File: src/rtl/mem_arbiter_pkg.sv
// Shared definitions for the memory arbiter: FSM state type, access size
// encodings and the alignment rule used to reject illegal data accesses.
package common;

  typedef enum logic [1:0] {
    IDLE   = 2'd0,
    BUSY_I = 2'd1,
    BUSY_D = 2'd2
  } arb_state_t;

  localparam logic [1:0] SIZE_BYTE = 2'b00;
  localparam logic [1:0] SIZE_HALF = 2'b01;
  localparam logic [1:0] SIZE_WORD = 2'b10;

  // A half must sit on an even byte, a word on a 4-byte boundary; size 11 is illegal.
  function automatic logic is_misaligned(input logic [1:0] size, input logic [1:0] addr_lo);
    logic mis;
    mis = 1'b0;
    case (size)
      SIZE_BYTE: mis = 1'b0;
      SIZE_HALF: mis = addr_lo[0];
      SIZE_WORD: mis = (addr_lo != 2'b00);
      default:   mis = 1'b1;
    endcase
    return mis;
  endfunction

endpackage

File: src/rtl/mem_lane_align.sv
// Byte-lane steering between a sub-word data access and the 32-bit memory
// bus: byte enables, write-data replication and load extraction/extension.
module mem_lane_align
  import common::*;
(
  input  logic [1:0]  size,
  input  logic        sign,
  input  logic [1:0]  addr_lo,
  input  logic [31:0] wdata,
  input  logic [31:0] rdata,
  output logic [3:0]  be,
  output logic [31:0] wdata_lanes,
  output logic [31:0] rdata_ext
);

  logic [31:0] rdata_shift;

  // Bring the addressed byte/half down to bit 0 before extension.
  assign rdata_shift = rdata >> {addr_lo, 3'b000};

  // Select lanes and extension by access size; word is the pass-through case.
  always_comb begin
    be          = 4'b1111;
    wdata_lanes = wdata;
    rdata_ext   = rdata_shift;
    case (size)
      SIZE_BYTE: begin
        be          = 4'b0001 << addr_lo;
        wdata_lanes = {4{wdata[7:0]}};
        rdata_ext   = {{24{sign & rdata_shift[7]}}, rdata_shift[7:0]};
      end
      SIZE_HALF: begin
        be          = addr_lo[1] ? 4'b1100 : 4'b0011;
        wdata_lanes = {2{wdata[15:0]}};
        rdata_ext   = {{16{sign & rdata_shift[15]}}, rdata_shift[15:0]};
      end
      default: ;
    endcase
  end

endmodule

File: src/rtl/mem_arbiter.sv
// Two-requester (instruction fetch / data) arbiter onto a single memory port.
// Data normally wins; fetch is forced through after MAX_WAIT consecutive data
// grants taken while it was waiting. One transaction is outstanding at a time.
module mem_arbiter
  import common::*;
#(
  parameter int MAX_WAIT = 4
) (
  input  logic        clk,
  input  logic        reset,
  input  logic        if_req,
  input  logic [31:0] if_addr,
  output logic        if_gnt,
  output logic        if_valid,
  output logic [31:0] if_rdata,
  input  logic        d_req,
  input  logic        d_we,
  input  logic [1:0]  d_size,
  input  logic        d_sign,
  input  logic [31:0] d_addr,
  input  logic [31:0] d_wdata,
  output logic        d_gnt,
  output logic        d_valid,
  output logic [31:0] d_rdata,
  output logic        d_misaligned,
  output logic        mem_req,
  output logic        mem_we,
  output logic [31:0] mem_addr,
  output logic [3:0]  mem_be,
  output logic [31:0] mem_wdata,
  input  logic        mem_ack,
  input  logic [31:0] mem_rdata
);

  localparam int CW = $clog2(MAX_WAIT + 1);

  arb_state_t    state_reg, state_next;
  logic [CW-1:0] starve_reg;
  logic [31:0]   addr_reg, wdata_reg, if_rdata_reg, d_rdata_reg;
  logic [1:0]    size_reg;
  logic          we_reg, sign_reg, mis_pend_reg, if_valid_reg, d_valid_reg;
  logic          grant_i, grant_d, d_mis, starved, busy, ack_i, ack_d;
  logic [3:0]    lane_be;
  logic [31:0]   lane_wdata, lane_rdata;

  assign d_mis   = is_misaligned(d_size, d_addr[1:0]);
  assign starved = (starve_reg == CW'(MAX_WAIT));
  assign busy    = (state_reg != IDLE);
  assign ack_i   = (state_reg == BUSY_I) && mem_ack;
  assign ack_d   = (state_reg == BUSY_D) && mem_ack;

  // Arbitration in IDLE and return to IDLE on completion; acks in IDLE fall through.
  always_comb begin
    state_next = state_reg;
    grant_i    = 1'b0;
    grant_d    = 1'b0;
    case (state_reg)
      IDLE: begin
        if (if_req && (!d_req || starved)) begin
          grant_i    = 1'b1;
          state_next = BUSY_I;
        end else if (d_req) begin
          grant_d = 1'b1;
          if (!d_mis) state_next = BUSY_D;
        end
      end
      BUSY_I, BUSY_D: if (mem_ack) state_next = IDLE;
      default: state_next = IDLE;
    endcase
  end

  // State register; reset abandons any transaction in flight.
  always_ff @(posedge clk) begin
    if (reset) state_reg <= IDLE;
    else       state_reg <= state_next;
  end

  // Capture the winning request and track how long fetch has been starved.
  always_ff @(posedge clk) begin
    if (reset) begin
      starve_reg   <= '0;
      mis_pend_reg <= 1'b0;
      addr_reg     <= '0;
      wdata_reg    <= '0;
      size_reg     <= SIZE_WORD;
      we_reg       <= 1'b0;
      sign_reg     <= 1'b0;
    end else begin
      mis_pend_reg <= grant_d && d_mis;
      if (grant_i) begin
        starve_reg <= '0;
        addr_reg   <= if_addr;
        wdata_reg  <= '0;
        size_reg   <= SIZE_WORD;
        we_reg     <= 1'b0;
        sign_reg   <= 1'b0;
      end else if (grant_d) begin
        if (if_req && !starved) starve_reg <= starve_reg + 1'b1;
        addr_reg  <= d_addr;
        wdata_reg <= d_wdata;
        size_reg  <= d_size;
        we_reg    <= d_we;
        sign_reg  <= d_sign;
      end
    end
  end

  // One-cycle response pulses following the ack (or a rejected misaligned access).
  always_ff @(posedge clk) begin
    if (reset) begin
      if_valid_reg <= 1'b0;
      d_valid_reg  <= 1'b0;
      if_rdata_reg <= '0;
      d_rdata_reg  <= '0;
    end else begin
      if_valid_reg <= ack_i;
      d_valid_reg  <= ack_d || (grant_d && d_mis);
      if (ack_i) if_rdata_reg <= mem_rdata;
      if (ack_d)                  d_rdata_reg <= we_reg ? 32'h0 : lane_rdata;
      else if (grant_d && d_mis)  d_rdata_reg <= 32'h0;
    end
  end

  mem_lane_align u_align (
    .size        (size_reg),
    .sign        (sign_reg),
    .addr_lo     (addr_reg[1:0]),
    .wdata       (wdata_reg),
    .rdata       (mem_rdata),
    .be          (lane_be),
    .wdata_lanes (lane_wdata),
    .rdata_ext   (lane_rdata)
  );

  // Everything is forced low while reset is held, including the first reset cycle.
  assign if_gnt       = grant_i & ~reset;
  assign d_gnt        = grant_d & ~reset;
  assign if_valid     = if_valid_reg & ~reset;
  assign d_valid      = d_valid_reg & ~reset;
  assign d_misaligned = mis_pend_reg & ~reset;
  assign if_rdata     = reset ? 32'h0 : if_rdata_reg;
  assign d_rdata      = reset ? 32'h0 : d_rdata_reg;
  assign mem_req      = busy & ~reset;
  assign mem_we       = busy & we_reg & ~reset;
  assign mem_addr     = (busy && !reset) ? {addr_reg[31:2], 2'b00} : 32'h0;
  assign mem_be       = (busy && !reset) ? lane_be : 4'h0;
  assign mem_wdata    = (busy && !reset) ? lane_wdata : 32'h0;

endmodule

File: config.mk
export PLATFORM = sky130hd
export DESIGN_NAME = mem_arbiter
export DESIGN_NICKNAME = d
export VERILOG_FILES = /design/src/rtl/mem_arbiter_pkg.sv /design/src/rtl/mem_lane_align.sv /design/src/rtl/mem_arbiter.sv
export SDC_FILE = /design/constraint.sdc
export NUM_CORES = 1
export LEC_CHECK = 0
export BUFFER_PORTS_ARGS = -buffer_cell sky130_fd_sc_hd__buf_4
export CAP_MARGIN = 20
export CORE_ASPECT_RATIO = 0.9
export CORE_MARGIN = 2
export CORE_UTILIZATION = 43
export CTS_CLUSTER_DIAMETER = 120
export DETAILED_ROUTE_END_ITERATION = 16
export MAX_ROUTING_LAYER = met4
export PLACE_DENSITY_LB_ADDON = 0.25
export SLEW_MARGIN = 10
export SYNTH_ARGS = -nofsm -noshare
export SYNTH_HDL_FRONTEND = slang
export SYNTH_SLANG_ARGS = --single-unit
File: constraint.sdc
create_clock -name clk -period 1.95 [get_ports clk]
set_input_delay 0.2925 -clock clk [delete_from_list [all_inputs] [get_ports clk]]
set_output_delay 0.2925 -clock clk [all_outputs]
set_load 0.05 [all_outputs]
==> impl_summary.log <==
[metrics] status: finished with violations
[metrics] violated checks: setup timing
[metrics] adder and majority gate portion of the synthesized area: 0.963%
[metrics] power share of the sequential group: 37.1%
[metrics] number of design rule violations left after detail routing: 0
[metrics] TritonCTS buffer count: 17
[metrics] core area: 0.0147 mm^2
[metrics] unique cell type count in the Yosys netlist: 47
[metrics] storage element area: 0.00281 mm^2
[metrics] kind of critical path: flip-flop to output pin
[metrics] port bufs: 273
[metrics] endpoint class of the critical path: output pin
[metrics] CP max FO: 10
[metrics] Slew Viols, Final: 0
[metrics] number of enable flip-flop cells after synthesis: 0
[metrics] Tot GR Track Use: 28.7%
[metrics] Wirelength per Cell: 19.2 um
[metrics] cell area after technology mapping: 0.00649 mm^2
[metrics] Net count, final: 1130
[metrics] worst-case setup margin in the final layout: -0.215 ns
[metrics] cell type with the largest total area after synthesis: sky130_fd_sc_hd__dfxtp_1
[metrics] worst vdd ir: 0.666 mV
[metrics] global-route wire length before repair: 35000 um
[metrics] number of flip-flops and latches in the synthesized netlist: 140
[metrics] layout filler cell count: 1083
[metrics] launch point of the worst path: state_reg[0]
[metrics] clock latency on the worst-skew pair: 0.43 ns
[metrics] fraction of registers with async set or reset after synthesis: 0%
[metrics] part of the power in the clock network: 40.5%
[metrics] total wire length: 23000 um
[metrics] top cells by count, synth: sky130_fd_sc_hd__dfxtp_1 (140), sky130_fd_sc_hd__nor2b_1 (67), sky130_fd_sc_hd__a21oi_1 (62)
[metrics] Initial Util: 44.1%
[metrics] top area cells in the synthesized netlist: sky130_fd_sc_hd__dfxtp_1 (43%), sky130_fd_sc_hd__nor2b_1 (6.5%), sky130_fd_sc_hd__mux2i_1 (5.7%), sky130_fd_sc_hd__a21oi_1 (4.8%), sky130_fd_sc_hd__a22o_1 (4.5%)
[metrics] unrepaired setup endpoints after global routing: true
[metrics] r2r worst-path depth: 4
[metrics] largest clock skew in the final design: 0.00618 ns
[metrics] maximum frequency from static timing analysis: 462 MHz
[metrics] final hold vios: 0
[metrics] post-placement cell count: 1153
[metrics] share of synthesized cell area in and, or, nand and nor gates: 19.5%
[metrics] post-synthesis sequential area ratio: 43.2%
[metrics] flop-to-flop setup slack: 0.10 ns
[metrics] xor/xnor cell area share of the yosys netlist: 0.135%
[metrics] Finished Core Util: 71.7%
[metrics] area enclosed by the die boundary: 0.0161 mm^2
[metrics] vias in the first global route: 6526
[metrics] compound-cell area share of the yosys netlist: 23.8%
[metrics] hold wc startpoint: d_wdata[20]
[metrics] fraction of final layout cells sized beyond drive strength 1: 45.6%
[metrics] # rows: 42
[metrics] Avg Inst Size Synth: 9.07 um^2
[metrics] TritonCTS Sinks: 140
[metrics] total of warnings raised by yosys: 0
[metrics] minimum clock period after layout: 2.16 ns
[metrics] largest net degree at the start of global routing: 79
[metrics] share of cell area taken by muxes after synthesis: 7.26%
[metrics] CP arrival: 1.87 ns
[metrics] cell area reported after detailed placement: 0.00912 mm^2
[metrics] die height: 121 um
[metrics] post-DR vias/cell: 5.50
[metrics] iteration-0 DRC count of the detailed router: 537
[metrics] number of antenna violations at the first check in global routing: 0
[metrics] combinational power share: 22.4%
[metrics] clk buf depth: 2
[metrics] dominant synthesized flop cell: sky130_fd_sc_hd__dfxtp_1
[metrics] most common cell in the netlist: sky130_fd_sc_hd__dfxtp_1
[metrics] total global routing overflow: 0
[metrics] H-tree levels: 4
[metrics] area of combinational cells with multiple inputs: 0.00382 mm^2
[metrics] class of the tightest hold or removal check: input port to flip-flop
[metrics] final critical-path share of the clock period: 111%
[metrics] root buffer selected by CTS: sky130_fd_sc_hd__clkbuf_16
[metrics] relative area change from synthesis to final layout: 62.5%
[metrics] floorplan die width: 134 um
[metrics] final weighted congestion of routability-driven global placement: 0.827
[metrics] count of placed standard cells in the final layout, fillers left out: 1199
[metrics] Post-Synthesis Cells: 716
[metrics] first-pass detailed-route iteration total: 5
[metrics] largest family of logic cells by synthesized area: compound AO/OA/AOI/OAI gates
[metrics] sw frac: 28.6%
[metrics] final count of negative-setup-slack endpoints: 69
[metrics] half-perimeter wire length of the detailed placement result: 15100 um
[metrics] post-detailed-route count of antenna-violating nets: 0
[metrics] critical register-to-register path startpoint: addr_reg[1]
[metrics] destination of the critical timing path: mem_wdata[0]
[metrics] r2r endpoint: d_rdata_reg[28]
[metrics] cell area power density: 808 mW/mm^2
[metrics] TritonCTS clock tree: done
[metrics] Data required, critical path: 1.66 ns
[metrics] I/O pin total: 276
[metrics] clock-pin transition on the worst setup and hold timing paths: 0.06 ns
[metrics] final antenna diode count: 0
[metrics] Sw Pwr: 2.44 mW
[metrics] area fraction of the dominant cell type after synthesis: 43.2%
[metrics] max-capacitance violation count: 0
[metrics] crit start category: flip-flop
[metrics] design internal power: 6.08 mW
[metrics] Static Leakage: 4.53 nW
[metrics] number of vias after detailed routing: 6598
[metrics] Design Area, Final: 0.0106 mm^2
## worst min-delay path by stage
stage / end / slack (ns) / cells past startpoint
floorplan: size_reg[1] / 0.41 / 2
global placement: addr_reg[29] / 0.44 / 2
detailed placement: addr_reg[17] / 0.45 / 2
CTS: wdata_reg[27] / 0.07 / 2
global route: wdata_reg[1] / 0.08 / 2
finish: wdata_reg[20] / 0.08 / 2
## metal layers
| metal | up-vias | share of wire [%] | global-route usage, % |
|---|---|---|---|
| li1 | 3103 | - | - |
| met1 | 3157 | 43 | 36.4 |
| met2 | 288 | 48 | 45.2 |
| met3 | 50 | 6.5 | 5.70 |
| met4 | 0 | 2.4 | 11.4 |
| met5 | - | 0 | - |
## kinds of logic (layout without fill, tap and decap cells)
| group | count (synthesis) | in the layout |
|---|---|---|
| other cells | 1 | 2 |
| mux | 45 | 45 |
| buf+inv | 73 | 357 |
| flops | 140 | 140 |
| xor+xnor | 1 | 1 |
| simple gates | 242 | 242 |
| compound gates | 209 | 209 |
| fa+ha+maj | 5 | 5 |
## power by group through the flow
stage / clock (mW) / sequential, mW / combinational [mW]
CTS: 3.49 / 3.15 / 1.87
detailed placement: 0 / 3.21 / 1.67
finish: 3.45 / 3.16 / 1.91
global route: 3.62 / 3.18 / 2.02
global placement: 0 / 3.21 / 1.65
floorplan: 0 / 3.17 / 1.07
## layout by cell type, fill, tap and decap left out, types with 8 or more instances in the layout
cell type / n
sky130_fd_sc_hd__a21oi_4: 8
sky130_fd_sc_hd__o22a_1: 32
sky130_fd_sc_hd__a21oi_1: 49
sky130_fd_sc_hd__nor2b_1: 67
sky130_fd_sc_hd__o2bb2ai_1: 15
sky130_fd_sc_hd__buf_8: 41
sky130_fd_sc_hd__buf_4: 232
sky130_fd_sc_hd__nand2_1: 53
sky130_fd_sc_hd__a22oi_1: 32
sky130_fd_sc_hd__and2_4: 25
sky130_fd_sc_hd__a221oi_1: 8
sky130_fd_sc_hd__a221o_1: 8
sky130_fd_sc_hd__nor2_4: 21
sky130_fd_sc_hd__a22o_1: 33
sky130_fd_sc_hd__and2_2: 14
sky130_fd_sc_hd__mux2i_1: 37
sky130_fd_sc_hd__buf_12: 9
sky130_fd_sc_hd__a211o_1: 8
sky130_fd_sc_hd__clkbuf_16: 17
sky130_fd_sc_hd__dfxtp_1: 135
sky130_fd_sc_hd__buf_6: 32
sky130_fd_sc_hd__nor2_1: 27
## stage by stage
step / setup WS (ns) / TNS (ns) / power (mW) / hold WS (ns)
2_1_floorplan: -0.190 / -1.32 / 4.24 / 0.415
3_3_place_gp: 0.141 / 0 / 4.86 / 0.445
3_5_place_dp: 0.0907 / 0 / 4.88 / 0.445
4_1_cts: -0.193 / -8.75 / 8.50 / 0.0681
5_1_grt: -0.255 / -11.87 / 8.82 / 0.0794
6_report: -0.215 / -9.03 / 8.52 / 0.0792
## timing repair
action / CTS / global route
endpoints found under the setup margin: 70 / 75
pin swaps: 12 / 6
gates cloned: 5 / 0
setup buffers: 10 / 4
hold buffers: 0 / 0
gates resized for setup: 132 / 30
## layout make-up
cell class / instances / share of cell area, %
flip-flops and latches: 140 / 26.6
clock buffers: 22 / 4.40
multi-input cells: 504 / 36.3
inverters: 7 / 0.320
repair buffers: 318 / 28.5
clock inverters: 10 / 1.55
well taps: 198 / 2.35
## critical path, cell delays in order, from the launching register on
cell and delay (ns):
sky130_fd_sc_hd__dfxtp_2 0.34, sky130_fd_sc_hd__inv_2 0.06, sky130_fd_sc_hd__ha_4 0.15, sky130_fd_sc_hd__or2_4 0.27, sky130_fd_sc_hd__inv_8 0.09, sky130_fd_sc_hd__buf_12 0.12
sky130_fd_sc_hd__buf_16 0.13, sky130_fd_sc_hd__and2_4 0.15, sky130_fd_sc_hd__buf_8 0.14
(Power assumes the default switching activity.)
